File: src/rtl/alu_pkg.sv
// Shared definitions for the execute-stage ALU: operation codes, skid-buffer states
// and the packed result record carried through the buffer.
package alu_pkg;

   localparam int DATA_W_DEF = 16;
   localparam int TAG_W_DEF  = 3;

   localparam logic [2:0] ALU_ADD = 3'b000;
   localparam logic [2:0] ALU_SUB = 3'b001;
   localparam logic [2:0] ALU_RSV = 3'b010;
   localparam logic [2:0] ALU_SLT = 3'b011;
   localparam logic [2:0] ALU_AND = 3'b100;
   localparam logic [2:0] ALU_OR  = 3'b101;
   localparam logic [2:0] ALU_NOT = 3'b110;
   localparam logic [2:0] ALU_XOR = 3'b111;

   typedef enum logic [1:0] {
      ST_EMPTY = 2'd0,
      ST_ONE   = 2'd1,
      ST_TWO   = 2'd2
   } skid_state_t;

   typedef struct packed {
      logic [DATA_W_DEF-1:0] result;
      logic                  flag_z;
      logic                  flag_n;
      logic                  flag_c;
      logic                  flag_v;
      logic                  illegal;
      logic [TAG_W_DEF-1:0]  tag;
   } alu_res_t;

   // Two's-complement overflow of x + y: same-sign operands, result sign differs.
   function automatic logic add_overflow(input logic x_msb, input logic y_msb, input logic r_msb);
      return (x_msb == y_msb) && (r_msb != x_msb);
   endfunction

endpackage

File: src/rtl/alu_core.sv
// Combinational ALU: code + operands -> result record with flags.
// Code 010 is a left shift when ALU_EXEC_SHIFT_EN is defined, otherwise a reserved (illegal) code.
module alu_core
   import alu_pkg::*;
(
   input  logic [2:0]            alu_code,
   input  logic [DATA_W_DEF-1:0] op_a,
   input  logic [DATA_W_DEF-1:0] op_b,
   input  logic [TAG_W_DEF-1:0]  in_tag,
   output alu_res_t              res
);

   logic [DATA_W_DEF:0]   sum_ext;
   logic [DATA_W_DEF-1:0] value;
`ifdef ALU_EXEC_SHIFT_EN
   logic [DATA_W_DEF:0]   shl_ext;
`endif

   always_comb begin
      res     = '0;
      value   = '0;
      sum_ext = '0;
`ifdef ALU_EXEC_SHIFT_EN
      shl_ext = '0;
`endif
      case (alu_code)
         ALU_ADD: begin
            sum_ext     = {1'b0, op_a} + {1'b0, op_b};
            value       = sum_ext[DATA_W_DEF-1:0];
            res.flag_c  = sum_ext[DATA_W_DEF];
            res.flag_v  = add_overflow(op_a[DATA_W_DEF-1], op_b[DATA_W_DEF-1],
                                       sum_ext[DATA_W_DEF-1]);
         end
         ALU_SUB: begin
            // a + ~b + 1: a missing carry-out means a borrow (a < b unsigned)
            sum_ext     = {1'b0, op_a} + {1'b0, ~op_b} + {{DATA_W_DEF{1'b0}}, 1'b1};
            value       = sum_ext[DATA_W_DEF-1:0];
            res.flag_c  = ~sum_ext[DATA_W_DEF];
            res.flag_v  = add_overflow(op_a[DATA_W_DEF-1], ~op_b[DATA_W_DEF-1],
                                       sum_ext[DATA_W_DEF-1]);
         end
         ALU_SLT: value = {{(DATA_W_DEF-1){1'b0}}, ($signed(op_a) < $signed(op_b))};
         ALU_AND: value = op_a & op_b;
         ALU_OR:  value = op_a | op_b;
         ALU_NOT: value = ~op_a;
         ALU_XOR: value = op_a ^ op_b;
         default: begin
`ifdef ALU_EXEC_SHIFT_EN
            // The extra top bit catches the last bit shifted out.
            shl_ext     = {1'b0, op_a} << op_b[3:0];
            value       = shl_ext[DATA_W_DEF-1:0];
            res.flag_c  = shl_ext[DATA_W_DEF];
`else
            value       = '0;
            res.illegal = 1'b1;
`endif
         end
      endcase
      res.result = value;
      res.flag_z = (value == '0);
      res.flag_n = value[DATA_W_DEF-1];
      res.tag    = in_tag;
   end

endmodule

File: src/rtl/alu_exec_stage.sv
// Execute-stage ALU with a 2-entry skid buffer on valid/ready handshakes.
// Optional build macro ALU_EXEC_SHIFT_EN turns code 010 into a logical shift left.
module alu_exec_stage
   import alu_pkg::*;
#(
   parameter int DATA_W = DATA_W_DEF,
   parameter int TAG_W  = TAG_W_DEF
) (
   input  logic              clk,
   input  logic              rst_n,
   input  logic              in_valid,
   output logic              in_ready,
   input  logic [2:0]        alu_code,
   input  logic [DATA_W-1:0] op_a,
   input  logic [DATA_W-1:0] op_b,
   input  logic [TAG_W-1:0]  in_tag,
   output logic              out_valid,
   input  logic              out_ready,
   output logic [DATA_W-1:0] result,
   output logic [TAG_W-1:0]  out_tag,
   output logic              flag_z,
   output logic              flag_n,
   output logic              flag_c,
   output logic              flag_v,
   output logic              illegal_op,
   output logic              err_sticky
);

   skid_state_t state_reg;
   skid_state_t state_next;
   alu_res_t    core_res;
   alu_res_t    out_reg;
   alu_res_t    skid_reg;
   logic        err_sticky_reg;
   logic        accept;
   logic        drain;

   alu_core u_core (
      .alu_code (alu_code),
      .op_a     (op_a),
      .op_b     (op_b),
      .in_tag   (in_tag),
      .res      (core_res)
   );

   assign accept = in_valid & in_ready;
   assign drain  = out_valid & out_ready;

   always_ff @(posedge clk or negedge rst_n) begin
      if (!rst_n) begin
         state_reg <= ST_EMPTY;
      end else begin
         state_reg <= state_next;
      end
   end

   always_comb begin
      state_next = state_reg;
      case (state_reg)
         ST_EMPTY: if (accept) state_next = ST_ONE;
         ST_ONE: begin
            if (drain && !accept)      state_next = ST_EMPTY;
            else if (accept && !drain) state_next = ST_TWO;
         end
         ST_TWO:   if (drain) state_next = ST_ONE;
         default:  state_next = ST_EMPTY;
      endcase
   end

   // in_ready and out_valid come straight from the state register, never from out_ready.
   always_comb begin
      in_ready  = 1'b1;
      out_valid = 1'b0;
      case (state_reg)
         ST_ONE: out_valid = 1'b1;
         ST_TWO: begin
            out_valid = 1'b1;
            in_ready  = 1'b0;
         end
         default: ;
      endcase
   end

   always_ff @(posedge clk or negedge rst_n) begin
      if (!rst_n) begin
         out_reg        <= '0;
         skid_reg       <= '0;
         err_sticky_reg <= 1'b0;
      end else begin
         case (state_reg)
            ST_EMPTY: if (accept) out_reg <= core_res;
            ST_ONE: begin
               if (accept && drain) out_reg  <= core_res;
               else if (accept)     skid_reg <= core_res;
            end
            ST_TWO:   if (drain) out_reg <= skid_reg;
            default: ;
         endcase
         if (accept && core_res.illegal) err_sticky_reg <= 1'b1;
      end
   end

   assign result     = out_reg.result;
   assign out_tag    = out_reg.tag;
   assign flag_z     = out_reg.flag_z;
   assign flag_n     = out_reg.flag_n;
   assign flag_c     = out_reg.flag_c;
   assign flag_v     = out_reg.flag_v;
   assign illegal_op = out_reg.illegal;
   assign err_sticky = err_sticky_reg;

endmodule

File: config.mk
export PLATFORM = sky130hd
export DESIGN_NAME = alu_exec_stage
export DESIGN_NICKNAME = d
export VERILOG_FILES = /design/src/rtl/alu_pkg.sv /design/src/rtl/alu_core.sv /design/src/rtl/alu_exec_stage.sv
export SDC_FILE = /design/constraint.sdc
export NUM_CORES = 1
export LEC_CHECK = 0
export BUFFER_PORTS_ARGS = -buffer_cell sky130_fd_sc_hd__buf_2
export CAP_MARGIN = 20
export CORE_ASPECT_RATIO = 1.75
export CORE_MARGIN = 5
export CORE_UTILIZATION = 30
export DETAILED_ROUTE_END_ITERATION = 8
export HOLD_SLACK_MARGIN = 0.05
export PLACE_DENSITY = 0.43
export RECOVER_POWER = 50
export SYNTH_ARGS = -nofsm -noshare
export SYNTH_HDL_FRONTEND = slang
export SYNTH_SLANG_ARGS = --single-unit
File: constraint.sdc
create_clock -name clk -period 5.45 [get_ports clk]
set_input_delay 0.2725 -clock clk [delete_from_list [all_inputs] [get_ports clk]]
set_output_delay 0.2725 -clock clk [all_outputs]
set_load 0.01 [all_outputs]
==> metrics.cfg, run 1 <==
[job]
drv_cap = 1

[die]
coreArea_mm2 = 0.0165
fp.dieW_um = 108
row_count = 62
initial_core_util_pct = 30.6
ios = 69
dieArea_mm2 = 0.0196
die_h_um = 182

[synth]
syn_area_mm2 = 0.00505
syn-num-nets = 731
postSynthCellCount = 628
ys.flop_type = dfrtp_1
avgSynthCellArea_um2 = 8.04
ys_warn_count = 0
synth_enable_flop_cells = 0
yosysUniqueCellTypes = 74
async_flop_share_pct = 100
ys_ff_latch = 49
ys_seq_area_share_pct = 24.3

[sta]
rsz0062_at_grt = no
timing_hold_violations_final = 0
min_period_ns = 3.34
report.final.slew_viol_count = 50
fin_setup_tns_ns = 0
worst_pin_slew_ns = 2.69
whs_ns = 0.229
fmaxAchievable_mhz = 299
relSlewSlack_pct = -79.2
skew_ns = 0.00758
fin_ws_ns = 2.11
setup_viol = 0
fin_crit_sh_pct = 61.3

[detailed_routing]
ant_nets = 0
viasPerCell = 5.20
wl_um = 15500
drt_iter0_markers = 251
wl_per_cell_um = 17.3
drc = 0
drt_first_pass_iters = 7
vias = 4656

[clock_tree]
cts.path.max_buffers = 2
clkLatencyLatePin_ns = 0.29
postCtsSetupBuffers = 0
clk_pin_slew_ns = 0.06
cts_resized = 0
ctsRootBufferMaster = clkbuf_16
cts_tree = built
ctsHoldBuffers = 0
clkSinkCount = 49
cts_buffers = 5
cts_htree_levels = 2

[cells_and_area]
largest_reg_flops = 23
syn2layout_area_growth_pct = 12.1
drive_above_1_share_pct = 14.9
n_antenna_cell = 0
fillers = 1762
fin_area_mm2 = 0.00566
final_nets = 773

[power_and_ir_drop]
peakVddDrop_uv = 264
leakage_nw = 2.68
powerDensity_mw_per_mm2 = 317

[worst_setup_path]
startpoint_type = input port
required_ns = 5.68
endpoint_kind = register
critical_path_class = input port to register
crit_fanout = 12
arrival_ns = 3.57

[place]
portBuffers = 68
routabilityCongestion = 0.865
hpwl_um = 12300
post_dp_cell_area_mm2 = 0.00554
place_ws_ns = 1.73

[global_routing]
grt_pass1_wl_um = 25400
grt_overflow_total = 0
grtUsageTotal_pct = 16.2
grt_max_degree = 50
antenna_found_initial = 0
grt_pass1_vias = 4801

[run_status]
violations = max-capacitance violations, max-slew violations
status = complete, but fails checks

[min_path]
hp-class = input port to register

## cell usage after synthesis (4+ instances only)
cell type | number | area [um2]
nand2_1 | 74 | 278
inv_1 | 60 | 225
ha_1 | 59 | 738
o21ai_0 | 56 | 280
nor2_1 | 50 | 188
dfrtp_1 | 49 | 1230
a21oi_1 | 44 | 220
clkbuf_1 | 22 | 82.6
nor3_1 | 15 | 75.1
mux2i_1 | 14 | 140
buf_2 | 13 | 65.1
mux2_2 | 11 | 124
o211ai_1 | 10 | 75.1
a21o_1 | 9 | 67.6
o22ai_1 | 8 | 50.1
o31ai_1 | 8 | 60.1
xnor2_1 | 7 | 61.3
a221o_1 | 6 | 60.1
and2_1 | 6 | 37.5
mux4_2 | 6 | 135
nand2b_1 | 6 | 37.5
nand3_1 | 6 | 30.0
nor4_1 | 6 | 37.5
or3_1 | 5 | 31.3
a211oi_1 | 4 | 30.0
a22oi_1 | 4 | 30.0
a31oi_1 | 4 | 25.0
o211a_1 | 4 | 40.0
## worst paths after layout
kind / end / start / cells after the start / slack (ns)
max: flag_z / op_a[4] / 13 / 2.11
min: skid_reg[2] / in_tag[2] / 2 / 0.23
max reg2reg: flag_z / state_reg[0] / 13 / 2.77
min reg2reg: err_sticky / err_sticky / 1 / 0.47
max in group asynchronous: out_tag[0] / rst_n / 2 / 2.99
min in group asynchronous: state_reg[0] / rst_n / 2 / 0.92
## logic make-up (layout without fill, tap and decap cells)
kind of cell    count (synthesis)  count (layout)  synth area share [%]
xor+xnor                        8               8                  1.39
buf+inv                       100             143                  8.00
flops                          49              49                  24.3
compound gates                190             190                  25.2
mux                            33              33                  8.65
fa+ha+maj                      61              61                  15.4
simple gates                  187             187                  17.0
## per-stage QoR
step	cells	total power [mW]	util [%]
after floorplan	628	1.24	-
after global placement	887	1.51	33.5
after detailed placement	887	1.53	33.5
after CTS	895	1.85	34.4
after global routing	895	1.98	34.3
final	895	1.80	34.3
## worst max-delay path, stage by stage
cell	delay, ns
buf_2	0.11
inv_1	0.06
ha_1	0.46
nor2_1	0.20
a21boi_2	0.26
o31a_4	0.22
o221a_4	0.23
nand2_2	0.06
or3_1	0.34
a222oi_1	0.54
nand3_1	0.25
nor4b_2	0.36
a221o_1	0.20
## power breakdown
| part | internal, mW | switching, mW | total [mW] |
|---|---|---|---|
| clock network | 0.169 | 0.133 | 0.302 |
| registers | 0.523 | 0.0773 | 0.601 |
| logic | 0.339 | 0.554 | 0.893 |
## placed cells by master, fill, tap and decap left out, types with 4 or more instances in the layout
cell type,Yosys,layout
mux2_2,11,11
a21oi_1,44,44
clkbuf_1,22,15
and2_1,6,6
o31ai_1,8,8
nand3_1,6,6
buf_2,13,55
o211a_1,4,4
mux4_2,6,6
nor3_1,15,15
inv_1,60,60
nor2_1,50,50
nor4_1,6,6
o21ai_0,56,56
xnor2_1,7,7
o22ai_1,8,8
buf_4,1,5
or3_1,5,5
nand2_1,74,74
nand2b_1,6,6
a22oi_1,4,4
mux2i_1,14,14
ha_1,59,59
dfrtp_1,49,49
a221o_1,6,6
a21o_1,9,9
clkbuf_16,0,5
a31oi_1,4,4
o211ai_1,10,10
a211oi_1,4,4
## metal layers
metal  wire (um)  track usage (%)
met3         535             1.28
met1        5990             18.3
met2        8360             29.9
met5           0                0
met4         642             7.99
## area by class of cell
class	count	area, um2	area share, %
Timing Repair Buffer	74	365	6.45
Multi-Input combinational cell	479	3420	60.4
Sequential cell	49	1230	21.7
Inverter	61	229	4.05
Clock inverter	2	10.0	0.177
Clock buffer	6	129	2.28
Tap cell	224	280	4.95
No activity file was read; power rests on OpenSTA's default activity.
==> run 2: changes to the inputs <==
- clock period: 5.45 -> 3.35 ns (I/O delays scaled with it)
==> metrics.cfg, run 2 (synthesized netlist as in run 1, its figures left out) <==
[detailed_routing]
drc = 0  ; unchanged
ant_nets = 0  ; unchanged
drt_iter0_markers = 198  ; was 251
viasPerCell = 5.15  ; was 5.20
wl_per_cell_um = 17.4  ; was 17.3 um
wl_um = 16500  ; was 15,500 um
vias = 4877  ; was 4,656
drt_first_pass_iters = 4  ; was 7

[cells_and_area]
drive_above_1_share_pct = 19.1  ; was 14.9%
syn2layout_area_growth_pct = 20.8  ; was 12.1%
mostFrequentLayoutCells = nand2_1, inv_1, ha_1  ; unchanged
fin_util_pct = 36.9  ; was 34.3%
fillers = 1781  ; was 1,762
final_nets = 825  ; was 773
largest_reg_flops = 23  ; unchanged
layout_commonest_cell = nand2_1  ; unchanged
fin_area_mm2 = 0.00610  ; was 0.00566 mm2
n_antenna_cell = 0  ; unchanged

[worst_setup_path]
required_ns = 3.58  ; was 5.68 ns
critical_path_class = input port to register  ; unchanged
rrSetupSlack_ns = 0.76  ; was 2.77 ns
arrival_ns = 3.37  ; was 3.57 ns
r2r_end = flag_c  ; was flag_z
endpoint_kind = register  ; unchanged
crit_fanout = 3  ; was 12
reg2regPathDepth = 12  ; was 13
startpoint_type = input port  ; unchanged
r2r-start = state_reg[0]  ; unchanged

[clock_tree]
clk_pin_slew_ns = 0.06  ; about the same
cts_htree_levels = 2  ; unchanged
ctsRootBufferMaster = clkbuf_16  ; unchanged
clkSinkCount = 49  ; unchanged
clkLatencyLatePin_ns = 0.29  ; about the same
cts.path.max_buffers = 2  ; unchanged
cts_buffers = 5  ; unchanged
cts_tree = built  ; unchanged

[global_routing]
grt_pass1_vias = 5162  ; was 4,801
gr-usage-met3_pct = 1.17  ; was 1.28%
antenna_found_initial = 0  ; unchanged
grt_max_degree = 39  ; was 50
grtUsageMet1_pct = 18.0  ; was 18.3%
grt_overflow_total = 0  ; unchanged
grt_pass1_wl_um = 26500  ; was 25,400 um
grt.busiest_layer = met2  ; unchanged
met2_usage_pct = 32.4  ; was 29.9%
grtUsageTotal_pct = 17.1  ; was 16.2%

[place]
portBuffers = 68  ; unchanged
hpwl_um = 13500  ; was 12,300 um
routabilityCongestion = 0.890  ; was 0.865
place_ws_ns = -0.205  ; was 1.73 ns
post_dp_cell_area_mm2 = 0.00594  ; was 0.00554 mm2

[sta]
relSlewSlack_pct = -34.6  ; was -79.2%
timing_hold_violations_final = 0  ; unchanged
fin_ws_ns = 0.211  ; was 2.11 ns
skew_ns = 0.00551  ; was 0.00758 ns
rsz0062_at_grt = no  ; unchanged
report.final.slew_viol_count = 38  ; was 50
fin_crit_sh_pct = 93.7
worst_pin_slew_ns = 2.02  ; was 2.69 ns
fmaxAchievable_mhz = 319
min_period_ns = 3.14
setup_viol = 0  ; unchanged

[die]
die_h_um = 182  ; unchanged
row_count = 62  ; unchanged
coreArea_mm2 = 0.0165  ; unchanged
dieArea_mm2 = 0.0196  ; unchanged
fp.dieW_um = 108  ; unchanged
initial_core_util_pct = 30.6  ; unchanged
ios = 69  ; unchanged

[power_and_ir_drop]
leakage_nw = 2.92  ; was 2.68 nW
powerDensity_mw_per_mm2 = 513  ; was 317 mW/mm2
total_power_mw = 3.13  ; was 1.80 mW
peakVddDrop_uv = 249  ; was 264 uV

[min_path]
hold_depth = 2  ; unchanged
hp-class = input port to register  ; unchanged
min_delay_worst_endpoint = skid_reg[0]  ; was skid_reg[2]
hp-start = in_tag[0]  ; was in_tag[2]

[job]
drv_cap = 1  ; unchanged

[run_status]
violations = max-capacitance violations, max-slew violations  ; unchanged
status = complete, but fails checks  ; unchanged

## run 2: cell types whose count changed in the layout (fill, tap and decap cells not counted), moves of 2 or more
| cell | delta |
|---|---|
| clkinv_2 | -2 |
| buf_4 | +50 |
| clkbuf_1 | +12 |
| buf_12 | +2 |
| buf_2 | -13 |
## run 2: power by group
group          leakage [nW]  switching (mW)  internal (mW)
clock                0.0841           0.213          0.373
sequential            0.620           0.128          0.851
combinational          2.21           0.931          0.631
## run 2: routing by layer
layer,up-vias,part of all wire [%]
li1,2396,-
met3,43,3.9
met4,0,5.0
met2,111,54
met5,-,0
met1,2327,37
## run 2: worst max path at each step
stage	from	to	slack, ns	depth (start not counted)
CTS	op_a[4]	flag_z	0.10	15
global route	op_a[0]	flag_z	0.02	16
floorplan	op_a[0]	flag_z	0.64	14
finish	op_a[0]	flag_z	0.21	16
global placement	op_a[0]	flag_z	-0.16	16
detailed placement	op_a[4]	flag_z	-0.21	15
## run 2: worst max-delay path, stage by stage
cell and delay [ns]:
buf_2 0.11, buf_4 0.12, inv_1 0.09, ha_1 0.20, inv_1 0.06, fa_1 0.42
nand2b_4 0.10, a21boi_2 0.07, o31a_4 0.35, nor2_1 0.16, nand2_1 0.07, a221oi_1 0.48
and4b_1 0.34, nand3_1 0.10, nor4b_2 0.31, a221o_1 0.20
## run 2: timing repair
action / in CTS / in global routing
buffers inserted: 0 / 1
hold endpoints to repair: 36 / 0
endpoints found under the setup margin: 0 / 1
resized for setup: 0 / 0
hold buffers: 1 / 0
## run 2: area by class of cell
class	count	area (um2)	share of cell area, %
Clock buffer	7	143	2.34
Clock inverter	1	30.0	0.492
Inverter	61	229	3.75
Multi-Input combinational cell	479	3420	56.1
Sequential cell	49	1230	20.1
Tap cell	224	280	4.59
Timing Repair Buffer	126	771	12.6
## run 2: stage by stage
step,TNS [ns],std cells,hold WS [ns]
floorplan,0,628,-0.128
global placement,-0.327,937,0.317
detailed placement,-0.433,937,0.321
CTS,0,946,0.115
global route,0,947,0.118
finish,0,947,0.125
